$ cat src/rtl/instr_fetch_unit.sv
// Fetch stage: owns the PC, reads each 16-bit instruction as two byte reads (high byte first)
// and hands it to decode over valid/ready. Define FETCH_PREFETCH_EN for a one-entry prefetch buffer.
module instr_fetch_unit #(
    parameter int              PC_W     = 16,
    parameter logic [PC_W-1:0] RESET_PC = '0
) (
    input  logic            clk,
    input  logic            rst_n,
    output logic            o_mem_req,
    output logic [PC_W:0]   o_mem_addr,
    input  logic [7:0]      i_mem_rdata,
    input  logic            i_mem_ack,
    output logic [15:0]     o_instr,
    output logic [PC_W-1:0] o_instr_pc,
    output logic            o_instr_valid,
    input  logic            i_instr_ready,
    input  logic            i_redirect_valid,
    input  logic [PC_W-1:0] i_redirect_pc
);
    localparam logic [1:0] F_HI = 2'd0;
    localparam logic [1:0] F_LO = 2'd1;
    localparam logic [1:0] HOLD = 2'd2;

    logic [1:0]      r_state;
    logic [PC_W-1:0] r_pc;
    logic            r_mem_req;
    logic [PC_W:0]   r_mem_addr;
    logic [7:0]      r_hi;
    logic [15:0]     r_instr;
    logic [PC_W-1:0] r_instr_pc;
    logic            r_instr_valid;

    logic            w_hs;
    logic            w_word_done;
    logic [PC_W-1:0] w_pc_inc;
    logic [15:0]     w_word;

    assign w_hs        = r_instr_valid & i_instr_ready;
    assign w_word_done = (r_state == F_LO) & r_mem_req & i_mem_ack;
    assign w_pc_inc    = r_pc + 1'b1;
    assign w_word      = {r_hi, i_mem_rdata};

`ifdef FETCH_PREFETCH_EN
    // r_pc is the next word to fetch; decoded words live in the output register, then the buffer.
    logic [15:0]     r_buf;
    logic [PC_W-1:0] r_buf_pc;
    logic            r_buf_valid;
    logic [1:0]      w_occ_next;

    assign w_occ_next = 2'(r_instr_valid) + 2'(r_buf_valid) - 2'(w_hs) + 2'(w_word_done);

    always_ff @(posedge clk) begin
        if (!rst_n) begin
            r_instr       <= '0;
            r_instr_pc    <= RESET_PC;
            r_instr_valid <= 1'b0;
            r_buf         <= '0;
            r_buf_pc      <= '0;
            r_buf_valid   <= 1'b0;
        end else if (i_redirect_valid) begin
            r_instr_valid <= 1'b0;
            r_buf_valid   <= 1'b0;
        end else if (w_hs && r_buf_valid) begin
            r_instr     <= r_buf;
            r_instr_pc  <= r_buf_pc;
            r_buf_valid <= w_word_done;
            if (w_word_done) begin
                r_buf    <= w_word;
                r_buf_pc <= r_pc;
            end
        end else if (w_word_done && r_instr_valid && !w_hs) begin
            r_buf       <= w_word;
            r_buf_pc    <= r_pc;
            r_buf_valid <= 1'b1;
        end else if (w_word_done) begin
            r_instr       <= w_word;
            r_instr_pc    <= r_pc;
            r_instr_valid <= 1'b1;
        end else if (w_hs) begin
            r_instr_valid <= 1'b0;
        end
    end

    always_ff @(posedge clk) begin
        if (!rst_n) begin
            r_state    <= F_HI;
            r_pc       <= RESET_PC;
            r_mem_req  <= 1'b0;
            r_mem_addr <= '0;
            r_hi       <= '0;
        end else if (i_redirect_valid) begin
            r_state   <= F_HI;
            r_pc      <= i_redirect_pc;
            r_mem_req <= 1'b0;
        end else begin
            case (r_state)
                F_HI: begin
                    if (!r_mem_req) begin
                        r_mem_req  <= 1'b1;
                        r_mem_addr <= {r_pc, 1'b0};
                    end else if (i_mem_ack) begin
                        r_hi       <= i_mem_rdata;
                        r_mem_addr <= {r_pc, 1'b1};
                        r_state    <= F_LO;
                    end
                end
                F_LO: begin
                    if (w_word_done) begin
                        r_pc <= w_pc_inc;
                        // Both slots occupied after this edge: park the memory port.
                        if (w_occ_next == 2'd2) begin
                            r_mem_req <= 1'b0;
                            r_state   <= HOLD;
                        end else begin
                            r_mem_req  <= 1'b1;
                            r_mem_addr <= {w_pc_inc, 1'b0};
                            r_state    <= F_HI;
                        end
                    end
                end
                HOLD: begin
                    if (w_hs) begin
                        r_mem_req  <= 1'b1;
                        r_mem_addr <= {r_pc, 1'b0};
                        r_state    <= F_HI;
                    end
                end
                default: r_state <= F_HI;
            endcase
        end
    end
`else
    always_ff @(posedge clk) begin
        if (!rst_n) begin
            r_state       <= F_HI;
            r_pc          <= RESET_PC;
            r_mem_req     <= 1'b0;
            r_mem_addr    <= '0;
            r_hi          <= '0;
            r_instr       <= '0;
            r_instr_pc    <= RESET_PC;
            r_instr_valid <= 1'b0;
        end else if (i_redirect_valid) begin
            // Redirect beats a same-cycle handshake; any byte acked now is dropped.
            r_state       <= F_HI;
            r_pc          <= i_redirect_pc;
            r_mem_req     <= 1'b0;
            r_instr_valid <= 1'b0;
        end else begin
            case (r_state)
                F_HI: begin
                    if (!r_mem_req) begin
                        r_mem_req  <= 1'b1;
                        r_mem_addr <= {r_pc, 1'b0};
                    end else if (i_mem_ack) begin
                        r_hi       <= i_mem_rdata;
                        r_mem_addr <= {r_pc, 1'b1};
                        r_state    <= F_LO;
                    end
                end
                F_LO: begin
                    if (w_word_done) begin
                        r_instr       <= w_word;
                        r_instr_pc    <= r_pc;
                        r_instr_valid <= 1'b1;
                        r_mem_req     <= 1'b0;
                        r_state       <= HOLD;
                    end
                end
                HOLD: begin
                    // Launch the next high-byte request on the handshake edge to keep 3 cycles/instr.
                    if (w_hs) begin
                        r_instr_valid <= 1'b0;
                        r_pc          <= w_pc_inc;
                        r_mem_req     <= 1'b1;
                        r_mem_addr    <= {w_pc_inc, 1'b0};
                        r_state       <= F_HI;
                    end
                end
                default: r_state <= F_HI;
            endcase
        end
    end
`endif

    assign o_mem_req     = r_mem_req;
    assign o_mem_addr    = r_mem_addr;
    assign o_instr       = r_instr;
    assign o_instr_pc    = r_instr_pc;
    assign o_instr_valid = r_instr_valid;
endmodule

$ cat config.mk
export PLATFORM = sky130hd
export DESIGN_NAME = instr_fetch_unit
export DESIGN_NICKNAME = d
export VERILOG_FILES = /design/src/rtl/instr_fetch_unit.sv
export SDC_FILE = /design/constraint.sdc
export NUM_CORES = 1
export LEC_CHECK = 0
export ABC_AREA = 1
export CAP_MARGIN = 40
export CORE_ASPECT_RATIO = 1.75
export CORE_MARGIN = 10
export CORE_UTILIZATION = 50
export DETAILED_ROUTE_END_ITERATION = 10
export PLACE_DENSITY = 0.9
export SETUP_SLACK_MARGIN = 0.3
export SKIP_CTS_REPAIR_TIMING = 1
export SLEW_MARGIN = 5
export SYNTH_ARGS = -nofsm -noshare
export SYNTH_HDL_FRONTEND = slang
export SYNTH_SLANG_ARGS = --single-unit
$ cat constraint.sdc
create_clock -name clk -period 1.9 [get_ports clk]
set_input_delay 0.19 -clock clk [delete_from_list [all_inputs] [get_ports clk]]
set_output_delay 0.19 -clock clk [all_outputs]
set_load 0.005 [all_outputs]
Word-level counts from Yosys, hierarchy flattened

Cells that the tools add are included.

Register bits: 77
Input port bits: 29
Output and inout port bits: 51
Word-level logic and storage cells: 53

Add/sub/neg operators: 1
Eq/ne operators: 7
Mux-type cells: 18
Bitwise gates (word level): 5
Reductions and logical operators: 14

Operators with widths:

| operator              | number |
|---|---|
| $mux 17               | 3 |
| $mux 16               | 3 |
| $pmux 17 s2           | 1 |
| $add 16x1->16 const B | 1 |
| $reduce_and 4->1      | 3 |
| $reduce_and 3->1      | 3 |
| $mux 2                | 4 |
| $ne 2x2->1 const B    | 4 |
| $reduce_bool 2->1     | 4 |
| $pmux 2 s3            | 1 |
| $mux 1                | 4 |
| $and 1x1->1           | 3 |
| $ne 3x3->1 const B    | 1 |
| $pmux 1 s3            | 1 |
| $reduce_bool 3->1     | 1 |
| $eq 2x1->1 const B    | 1 |
| $eq 2x2->1 const B    | 1 |
| $logic_not 2->1       | 1 |
| $not 1->1             | 2 |
| $pmux 1 s2            | 1 |
| $reduce_and 2->1      | 1 |
| $reduce_or 2->1       | 1 |

Longest topological paths before layout

Depth in word-level cells: 5
Gate-level depth with buffers: 8
Mapped depth without buffers: 8

Worst setup path before layout

No wires, ideal clock.

Path kind: register to register
Start: reg r_pc[1]
End: reg r_pc[10]
Setup time: 0.072 ns
Data arrival time: 1.264 ns
Required time: 1.828 ns
Path slack: 0.564 ns
Cell stages (with the launch flop): 8
Path buffers: 0
Clock period less this slack: 1.336 ns
Path through: dfxtp_1 -> ha_1 -> nand3_1 -> inv_1 -> nand2_1 -> o21ai_0 -> nand3_1 -> a21oi_1

Longest elaborated chain between the ends: 4

RTL lines:

| what                     | line | source |
|---|---|---|
| start: declaration       | 25   | `logic [PC_W-1:0] r_pc;` |
| start signal: assignment | 146  | `r_pc <= i_redirect_pc;` |
| start signal: assignment | 174  | `r_pc <= w_pc_inc;` |
| $add 16x1->16            | 40   | `assign w_pc_inc = r_pc + 1'b1;` |
| $mux 16                  | 172  | `if (w_hs) begin` |
| $mux 16                  | 150  | `case (r_state)` |
| $mux 16                  | 143  | `end else if (i_redirect_valid) begin` |

No other way between the ends. The select of a mux whose other input is x is not followed.
A chain may end at the register's enable or synchronous reset.

Worst setup path after layout

Start: reg r_pc[1]
End: reg r_mem_addr[9] (netlist: o_mem_addr[9])

Longest elaborated chain between the ends: 3

RTL lines:

| what                   | line | source |
|---|---|---|
| $add 16x1->16          | 40   |  |
| $mux 17                | 172  |  |
| $pmux 17 s2            | 150  |  |
| end signal: assignment | 154  | `r_mem_addr <= {r_pc, 1'b0};` |
| end signal: assignment | 157  | `r_mem_addr <= {r_pc, 1'b1};` |
| end signal: assignment | 176  | `r_mem_addr <= {w_pc_inc, 1'b0};` |
| end: declaration       | 27   | `logic [PC_W:0] r_mem_addr;` |

No other way between the ends. The select of a mux whose other input is x is not followed.

==> results.py <==
metrics = {
    "global_route": {
        "antenna_found_initial": 0,
        "grt_max_degree": 57,
        "overflow": 0,
        "grt_pass1_vias": 3459,
        "grt_pass1_wl_mm": 16.7,
        "grt_usage": 0.192,
    },
    "clocking": {
        "clock-sinks": 77,
        "clkTransAtPathRegs_ns": 0.06,
        "clockBufferDepth": 2,
        "cts_made_buffers": 9,
        "clk_latency_ns": 0.35,
        "cts_root_buffer": "clkbuf_16",
        "tritoncts": "yes",
        "cts-htree-levels": 3,
    },
    "yosys": {
        "async_reset_ff_frac": 0,
        "syn_area_um2": 3460,
        "yosysTopAreaCell": "dfxtp_1",
        "synth-seq-cells": 77,
        "yosysTopAreaCellShare": 0.446,
        "ys_warn_count": 0,
        "synth_flop_cell": "dfxtp_1",
        "synth_edf_count": 0,
        "synthTopCellsByCount": "nand2_1, dfxtp_1, a21oi_1, nor2_1, o21ai_0",
        "synth.area.top_cells": "dfxtp_1, a21oi_1, nand2_1, nor2_1, o21ai_0",
        "synth_nets": 500,
        "ys_seq_area_frac": 0.446,
        "ys_types": 34,
        "yosysMostFrequentCell": "nand2_1",
        "netlist_instances": 470,
        "synth.avg_cell_area_um2": 7.35,
    },
    "power": {
        "p_int_w": 0.00280,
        "peakVddDrop_mv": 0.892,
        "switching_share": 0.247,
        "p_leak_nw": 1.77,
        "seqPwrFrac": 0.462,
        "power_density_nw_per_um2": 809,
        "p_clk_frac": 0.440,
        "p_sw_w": 0.000918,
        "p_comb_frac": 0.098,
    },
    "timing": {
        "fin_skew_ns": 0.00718,
        "rsz0062_at_grt": "false",
        "tns_ns": 0,
        "period_share": 0.763,
        "slew_headroom": 0.788,
        "tightest_slew_ns": 0.317,
        "setup_viol": 0,
        "period_minus_slack_ns": 1.45,
        "drv_slew": 0,
        "timing.fmax_mhz": 690,
        "hold_viol_final": 0,
        "whs_ns": 0.442,
    },
    "outcome": {
        "run_status": "completed",
    },
    "critical_path": {
        "path_common_cell": "nand2_1",
        "critPathBufInv": 1,
        "worstPathRequired_ns": 2.18,
        "critical-path-top-delay-family": "flip-flops",
        "cp-start-kind": "flip-flop",
        "worstPathArrival_ns": 1.72,
        "cp_cell_sequence": "ha_2 -> nand3_2 -> inv_2 -> nand2_1 -> xor2_2 -> nand2_1 -> a21oi_1",
        "cp_max_fo": 6,
        "worstSetupEndpointType": "flip-flop",
        "slowest_stage": "dfxtp_2",
        "max_stage_delay_ns": 0.40,
        "path_class": "reg -> reg",
    },
    "floorplan": {
        "rows": 40,
        "start_util": 0.508,
        "dieArea_um2": 10800,
        "die_h_um": 130,
        "core_um2": 6810,
        "io_pins": 80,
        "die_w_um": 82.8,
    },
    "route": {
        "postRouteAntennaNets": 0,
        "drt_iter0_drc": 234,
        "wl_mm": 10.3,
        "drt_first_pass_iters": 5,
        "drc": 0,
        "wl_per_cell_um": 16.3,
        "num_vias": 3452,
        "vias_per_cell": 5.46,
    },
    "layout": {
        "fin_util": 0.676,
        "final_layout_size_suffix_gt1_frac": 0.0876,
        "antenna_cells": 0,
        "area_growth_pct": 33.1,
        "final_cells": 632,
        "nNetsFinal": 573,
        "final_cell_area_um2": 4600,
    },
    "placement": {
        "portBuffers": 79,
        "place_area_um2": 4290,
        "gp_congestion": 0.917,
        "dp_hpwl_mm": 7.42,
        "dp.cells": 616,
    },
    "job": {
        "maxCapViolations": 0,
    },
    "min_path": {
        "hp-class": "in -> reg",
    },
}
==> cells by family (layout without fill, tap and decap cells) <==
logic type,count (synthesis),after routing,share of synthesized area
simple gates,182,182,0.234
flops,77,77,0.446
xor+xnor,8,8,0.0203
compound gates,129,129,0.197
buf+inv,73,151,0.0996
fa+ha+maj,1,1,0.00362
==> per-layer routing <==
layer	routed length, um	global-route usage
met5	0	0
met4	501	0.125
met3	796	0.0761
met2	5540	0.355
met1	3490	0.168
==> path summary, 6_finish.rpt <==
path | start | end | slack [ns] | cells after the start
worst max-delay path | r_pc[1] | o_mem_addr[9] | 0.45 | 7
worst min-delay path | i_redirect_pc[2] | r_pc[2] | 0.44 | 3
worst max register to register | r_pc[1] | o_mem_addr[9] | 0.45 | 7
worst min register to register | r_hi[4] | r_hi[4] | 0.45 | 2
==> area by class of cell <==
cell class	instances	area, um^2
clock buffer	11	253
clock inverter	5	33.8
multi-input combinational	320	1590
timing repair buffer	86	881
fill	593	2210
sequential	77	1550
inverter	49	188
tap	84	105
==> sequential cells by signal, indices dropped and copies added (netlist names) <==
| name | cells |
|---|---|
| o_instr_pc | 16 |
| r_hi | 8 |
| o_mem_req | 1 |
| o_instr | 16 |
| r_pc | 16 |
| r_state | 2 |
| o_instr_valid | 1 |
| o_mem_addr | 17 |
==> metrics by stage <==
stage | total power, W | setup WS, ns
finish | 0.00372 | 0.451
global route | 0.00385 | 0.297
CTS | 0.00373 | 0.257
detailed placement | 0.00211 | 0.244
global placement | 0.00210 | 0.279
floorplan | 0.00193 | 0.564
==> cells in the final DEF (no fill, tap or decap), drive strengths merged, types with 11 or more instances in the layout <==
master,Yosys,layout
clkbuf,8,11
nand2,87,87
nand3,21,21
nor2,67,67
dfxtp,77,77
inv,47,48
a22oi,12,12
a21oi,66,66
o21ai,49,49
clkdlybuf4s50,0,79
==> power by group through the flow <==
stage / Combinational [W] / Clock [W] / Sequential (W)
after detailed placement: 0.000357 / 0 / 0.00175
final: 0.000366 / 0.00164 / 0.00172
after global routing: 0.000405 / 0.00172 / 0.00172
after CTS: 0.000364 / 0.00165 / 0.00172
after global placement: 0.000347 / 0 / 0.00175
after floorplan: 0.000197 / 0 / 0.00174
==> worst register-to-register path, stage by stage, from the launching register on <==
cell,delay [ns]
dfxtp_2,0.40
ha_2,0.23
nand3_2,0.13
inv_2,0.10
nand2_1,0.12
xor2_2,0.21
nand2_1,0.07
a21oi_1,0.12
Power figures use the tool's default switching activity.
